## src/rtl/vend_panel_arbiter.sv

```systemverilog
// vend_panel_arbiter: shares one vending core between N_PANEL front panels, one session at a time.
// Define VEND_ARB_PRIORITY_EN for fixed lowest-index priority; default build is round-robin.
module vend_panel_arbiter #(
   parameter int N_PANEL = 4,
   parameter int TIMEOUT = 255
) (
   input  logic                   clk,
   input  logic                   rst,
   input  logic [N_PANEL-1:0]     req,
   input  logic [2*N_PANEL-1:0]   panel_sel,
   input  logic [N_PANEL-1:0]     panel_one,
   input  logic [N_PANEL-1:0]     panel_two,
   input  logic [N_PANEL-1:0]     panel_five,
   input  logic                   vm_done,
   input  logic                   vm_error,
   input  logic                   vm_en_change,
   output logic                   vm_start,
   output logic [1:0]             vm_sel,
   output logic                   vm_en_one,
   output logic                   vm_en_two,
   output logic                   vm_en_five,
   output logic                   vm_rst,
   output logic [N_PANEL-1:0]     grant,
   output logic [N_PANEL-1:0]     panel_done,
   output logic [N_PANEL-1:0]     panel_error,
   output logic [N_PANEL-1:0]     panel_change,
   output logic                   busy
);
   localparam int PW = $clog2(N_PANEL);
   localparam int WW = $clog2(TIMEOUT + 1);
   localparam logic [WW-1:0]      WD_MAX = WW'(TIMEOUT);
   localparam logic [N_PANEL-1:0] ONE_HOT0 = {{(N_PANEL-1){1'b0}}, 1'b1};

   typedef enum logic [2:0] {
      S_IDLE    = 3'd0,
      S_START   = 3'd1,
      S_SESSION = 3'd2,
      S_ABORT   = 3'd3,
      S_RELEASE = 3'd4
   } state_t;

   state_t               state_q, state_d;
   logic [PW-1:0]        idx_q, idx_d;
   logic [N_PANEL-1:0]   grant_q, grant_d;
   logic [1:0]           sel_q, sel_d;
   logic                 start_q, start_d;
   logic                 en_one_q, en_one_d;
   logic                 en_two_q, en_two_d;
   logic                 en_five_q, en_five_d;
   logic                 vmrst_q, vmrst_d;
   logic [N_PANEL-1:0]   done_q, done_d;
   logic [N_PANEL-1:0]   err_q, err_d;
   logic [WW-1:0]        wd_q, wd_d;
   logic                 abort_q, abort_d;
   logic [PW-1:0]        win_s;
   logic                 coin_s;
`ifndef VEND_ARB_PRIORITY_EN
   logic [PW-1:0]        ptr_q, ptr_d;
`endif

   // Winner selection: scan downward so the lowest offset from the search origin is kept last.
   always_comb begin
      win_s = {PW{1'b0}};
      for (int k = N_PANEL - 1; k >= 0; k--) begin
`ifdef VEND_ARB_PRIORITY_EN
         win_s = req[k] ? PW'(k) : win_s;
`else
         win_s = req[PW'((int'(ptr_q) + k) % N_PANEL)] ? PW'((int'(ptr_q) + k) % N_PANEL) : win_s;
`endif
      end
   end

   // Next-state and next-output computation for the session FSM.
   always_comb begin
      state_d   = state_q;
      idx_d     = idx_q;
      grant_d   = grant_q;
      sel_d     = sel_q;
      start_d   = 1'b0;
      en_one_d  = 1'b0;
      en_two_d  = 1'b0;
      en_five_d = 1'b0;
      vmrst_d   = 1'b1;
      done_d    = {N_PANEL{1'b0}};
      err_d     = {N_PANEL{1'b0}};
      wd_d      = wd_q;
      abort_d   = abort_q;
      coin_s    = 1'b0;
`ifndef VEND_ARB_PRIORITY_EN
      ptr_d     = ptr_q;
`endif
      case (state_q)
         S_IDLE: begin
            if (req != {N_PANEL{1'b0}}) begin
               idx_d   = win_s;
               grant_d = ONE_HOT0 << win_s;
               sel_d   = panel_sel[2*int'(win_s) +: 2];
               start_d = 1'b1;
               state_d = S_START;
            end else begin
               state_d = S_IDLE;
            end
         end
         S_START: begin
            wd_d    = {WW{1'b0}};
            state_d = S_SESSION;
         end
         S_SESSION: begin
            en_one_d  = panel_one[idx_q];
            en_two_d  = panel_two[idx_q];
            en_five_d = panel_five[idx_q];
            coin_s    = panel_one[idx_q] | panel_two[idx_q] | panel_five[idx_q];
            if (coin_s) begin
               wd_d = {WW{1'b0}};
            end else if (wd_q != WD_MAX) begin
               wd_d = wd_q + WW'(1);
            end else begin
               wd_d = wd_q;
            end
            // A done arriving on the expiry cycle takes precedence over the abort.
            if (vm_done) begin
               done_d  = grant_q;
               err_d   = vm_error ? grant_q : {N_PANEL{1'b0}};
               state_d = S_RELEASE;
            end else if (wd_q == WD_MAX) begin
               err_d   = grant_q;
               vmrst_d = 1'b0;
               abort_d = 1'b0;
               state_d = S_ABORT;
            end else begin
               state_d = S_SESSION;
            end
         end
         S_ABORT: begin
            if (!abort_q) begin
               abort_d = 1'b1;
               vmrst_d = 1'b0;
               state_d = S_ABORT;
            end else begin
               state_d = S_RELEASE;
            end
         end
         S_RELEASE: begin
            grant_d = {N_PANEL{1'b0}};
`ifndef VEND_ARB_PRIORITY_EN
            ptr_d   = PW'((int'(idx_q) + 1) % N_PANEL);
`endif
            state_d = S_IDLE;
         end
         default: begin
            grant_d = {N_PANEL{1'b0}};
            state_d = S_IDLE;
         end
      endcase
   end

   // State and registered-output flops.
   always_ff @(posedge clk or negedge rst) begin
      if (!rst) begin
         state_q   <= S_IDLE;
         idx_q     <= {PW{1'b0}};
         grant_q   <= {N_PANEL{1'b0}};
         sel_q     <= 2'b00;
         start_q   <= 1'b0;
         en_one_q  <= 1'b0;
         en_two_q  <= 1'b0;
         en_five_q <= 1'b0;
         vmrst_q   <= 1'b1;
         done_q    <= {N_PANEL{1'b0}};
         err_q     <= {N_PANEL{1'b0}};
         wd_q      <= {WW{1'b0}};
         abort_q   <= 1'b0;
`ifndef VEND_ARB_PRIORITY_EN
         ptr_q     <= {PW{1'b0}};
`endif
      end else begin
         state_q   <= state_d;
         idx_q     <= idx_d;
         grant_q   <= grant_d;
         sel_q     <= sel_d;
         start_q   <= start_d;
         en_one_q  <= en_one_d;
         en_two_q  <= en_two_d;
         en_five_q <= en_five_d;
         vmrst_q   <= vmrst_d;
         done_q    <= done_d;
         err_q     <= err_d;
         wd_q      <= wd_d;
         abort_q   <= abort_d;
`ifndef VEND_ARB_PRIORITY_EN
         ptr_q     <= ptr_d;
`endif
      end
   end

   assign vm_start     = start_q;
   assign vm_sel       = sel_q;
   assign vm_en_one    = en_one_q;
   assign vm_en_two    = en_two_q;
   assign vm_en_five   = en_five_q;
   assign vm_rst       = vmrst_q;
   assign grant        = grant_q;
   assign panel_done   = done_q;
   assign panel_error  = err_q;
   assign panel_change = grant_q & {N_PANEL{vm_en_change}};
   assign busy         = (state_q != S_IDLE);

endmodule

```

## config.mk

```make
export PLATFORM = sky130hd
export DESIGN_NAME = vend_panel_arbiter
export DESIGN_NICKNAME = d
export VERILOG_FILES = /design/src/rtl/vend_panel_arbiter.sv
export SDC_FILE = /design/constraint.sdc
export NUM_CORES = 1
export LEC_CHECK = 0
export ABC_AREA = 1
export BUFFER_PORTS_ARGS = -buffer_cell sky130_fd_sc_hd__buf_4
export CAP_MARGIN = 20
export CORE_MARGIN = 2
export CORE_UTILIZATION = 40
export CTS_BUF_LIST = sky130_fd_sc_hd__clkbuf_4
export DETAILED_ROUTE_END_ITERATION = 7
export PLACE_DENSITY = 0.75
export SYNTH_ARGS = -nofsm -noshare
export SYNTH_HDL_FRONTEND = slang
export SYNTH_SLANG_ARGS = --single-unit
```

## constraint.sdc

```tcl
create_clock -name clk -period 2.7 [get_ports clk]
set_input_delay 0.81 -clock clk [delete_from_list [all_inputs] [get_ports clk]]
set_output_delay 0.81 -clock clk [all_outputs]
set_load 0.01 [all_outputs]
```

==> impl_metrics.env <==
export IMPL_status="completed"
export IMPL_syn_inst=252
export IMPL_ir_drop_mv=0.454
export IMPL_start_util_pct=42.4
export IMPL_finalSetupViolations=0
export IMPL_cts_buffers=5
export IMPL_antenna_cells=0
export IMPL_grt_total_usage_pct=15.8
export IMPL_core_area_um2=4440
export IMPL_wl_per_cell_um=10.7
export IMPL_rows=24
export IMPL_leakagePower_uw=0.00128
export IMPL_route_met3_wl_um=247
export IMPL_finalSetupTns_ns=0
export IMPL_tritoncts="built"
export IMPL_grt_max_degree=36
export IMPL_io_pins=53
export IMPL_insertion_delay_ns=0.32
export IMPL_max_cap_violations=0
export IMPL_r2r_setup_slack_ns=0.95
export IMPL_hpwl_um=3030
export IMPL_path_clk_slew_ns=0.10
export IMPL_root_buffer="clkbuf_4"
export IMPL_max_clock_freq_mhz=494
export IMPL_drive_gt1_share_pct=23.9
export IMPL_io_buffer_count=52
export IMPL_top_layer_used="met4"
export IMPL_worstMarginPinSlew_ns=0.587
export IMPL_die_x_um=72.7
export IMPL_fin_util_pct=53.0
export IMPL_yosysSeqAreaShare_pct=46.5
export IMPL_fin_crit_sh_pct=75.0
export IMPL_ys_ff_latch=35
export IMPL_final_antenna_net_count=0
export IMPL_slew_headroom_pct=60.7
export IMPL_slowest_stage="dfrtp_1"
export IMPL_cellPowerDensity_nw_per_um2=899
export IMPL_cts_max_level=2
export IMPL_first_iter_violations=99
export IMPL_syn_area_um2=1890
export IMPL_gp_congestion=0.881
export IMPL_end_kind="output port"
export IMPL_final_max_slew_violation_count=0
export IMPL_die_y_um=72.7
export IMPL_crit_type="flop to output port"
export IMPL_vias=1703
export IMPL_drc_errors=0
export IMPL_area_growth_syn_to_layout_pct=24.8
export IMPL_finalClockSkew_ns=0.0103
export IMPL_final_cell_area_um2=2350
export IMPL_syn_nets=282
export IMPL_crit_chain="nor2_1 > inv_1 > nor2_1 > inv_1 > buf_4"
export IMPL_ys_types=29
export IMPL_die_area_um2=5280
export IMPL_grt_first_pass_wirelength_um=6660
export IMPL_overflow=0
export IMPL_hold_path_class="input pin to asynchronous set/reset pin"
export IMPL_antenna_found_initial=0
export IMPL_wl_met1_um=1740
export IMPL_nFillCells=458
export IMPL_nets=335
export IMPL_viasPerCell=4.76
export IMPL_worstPathRequired_ns=1.89
export IMPL_ys_warn_count=0
export IMPL_cts_resized=0
export IMPL_start_kind="flop"
export IMPL_first_global_vias=1577
export IMPL_worstPathArrival_ns=1.21
export IMPL_rsz0062_at_grt="false"
export IMPL_dpl_cell_area_um2=2300
export IMPL_cts_hold_buffers_added=0
export IMPL_multi_input_area_um2=800
export IMPL_drt_first_pass_iters=4
export IMPL_clock_sinks=35
export IMPL_cp_max_fo=3
export IMPL_hold_viol_final=0
export IMPL_seqCellArea_um2=877
export IMPL_avgSynthCellArea_um2=7.48
export IMPL_crit_path_max_incr_delay_ns=0.40
export IMPL_cts_buffer_depth=2
export IMPL_routed_wl_um=3840
export IMPL_cts_setup_buffers=0
export IMPL_final_min_clock_period_ns=2.02
export IMPL_dr_wl_met2_um=1800
==> power breakdown <==
group          switching, uW  internal (uW)
Clock                    158            122
Combinational            675            393
Sequential               124            646
Total                    957           1160
==> path summary, 6_finish.rpt <==
check                            from              to  cells past startpoint
min in group clk            vm_sel[0]       vm_sel[0]                      2
hold / removal                    rst        grant[3]                      1
setup / recovery           state_q[1]            busy                      5
max in group asynchronous         rst          vm_rst                      1
setup reg to reg              wd_q[0]  panel_error[3]                     10
hold reg to reg             vm_sel[0]       vm_sel[0]                      2
==> registers in the layout, indices dropped and copies added, names as in the netlist, 2 cells and up <==
| register | flops |
|---|---|
| panel_done | 4 |
| state_q | 3 |
| ptr_q | 2 |
| vm_sel | 2 |
| panel_error | 4 |
| grant | 4 |
| idx_q | 2 |
| wd_q | 8 |
==> synthesized netlist by cell type, drive strengths merged <==
cell	count	area, um^2
nand2	74	288
nor2	25	93.8
o22ai	1	6.26
buf	6	45.0
o21ai	16	83.8
dfstp	1	26.3
nand3	21	118
or2	2	12.5
nand3b	1	7.51
dfrtp	34	851
nor3	8	40.0
inv	43	164
ha	1	12.5
o21a	1	7.51
o32ai	1	8.76
a21oi	7	42.5
mux2i	1	10.0
nand4	4	25.0
xor2	5	43.8
==> stage by stage <==
stage          worst slack, ns  instances  hold WS (ns)  total power (uW)
2_1_floorplan            0.902        252         0.482              1570
3_3_place_gp             0.651        350         0.498              1840
3_5_place_dp             0.562        350         0.489              1850
4_1_cts                  0.643        358         0.418              2140
5_1_grt                  0.476        358         0.440              2320
6_report                 0.676        358         0.408              2120
==> layout by cell type (no fill, tap or decap) <==
| cell | n |
|---|---|
| o32ai_1 | 1 |
| o22ai_1 | 1 |
| clkinv_2 | 1 |
| nor3_1 | 8 |
| nand3_4 | 1 |
| inv_4 | 1 |
| nor2_1 | 25 |
| clkbuf_4 | 7 |
| o21a_1 | 1 |
| inv_1 | 40 |
| nand4_1 | 4 |
| nand3_1 | 20 |
| dfrtp_1 | 34 |
| nand2_2 | 4 |
| mux2i_1 | 1 |
| o21ai_2 | 1 |
| inv_2 | 2 |
| o21ai_1 | 5 |
| a21oi_1 | 5 |
| or2_1 | 1 |
| xor2_1 | 5 |
| a21oi_2 | 2 |
| or2_2 | 1 |
| dfstp_2 | 1 |
| nand2_1 | 70 |
| buf_4 | 52 |
| o21ai_0 | 10 |
| nand3b_1 | 1 |
| ha_1 | 1 |
==> per-layer routing <==
layer / track usage (%) / up-vias
li1: - / 889
met1: 20.3 / 745
met2: 26.8 / 63
met3: 3.31 / 6
met4: 4.94 / 0
met5: 0 / -
==> cell type report <==
type                            count  share of cell area, %
Sequential cell                    35                   37.3
Clock buffer                        7                   2.23
Tap cell                           52                   2.76
Multi-Input combinational cell    168                   34.0
Clock inverter                      1                  0.213
Inverter                           43                   6.96
Timing Repair Buffer               52                   16.6
==> cells by family after synthesis <==
logic type / after synthesis / synth area share (%)
AOI/OAI and AO/OA: 26 / 7.90
xor gates and xnor gates: 5 / 2.32
adders and majority gates: 1 / 0.663
buffers and inverters: 49 / 11.1
DFF: 35 / 46.5
muxes: 1 / 0.531
and+or+nand+nor: 135 / 31.0
==> worst max-delay path: cells and delay by family (launching register included) <==
kind,cells,cell delay [ns]
flops,1,0.40
simple gates,2,0.25
buf+inv,3,0.25
No activity file was read; power rests on OpenSTA's default activity.
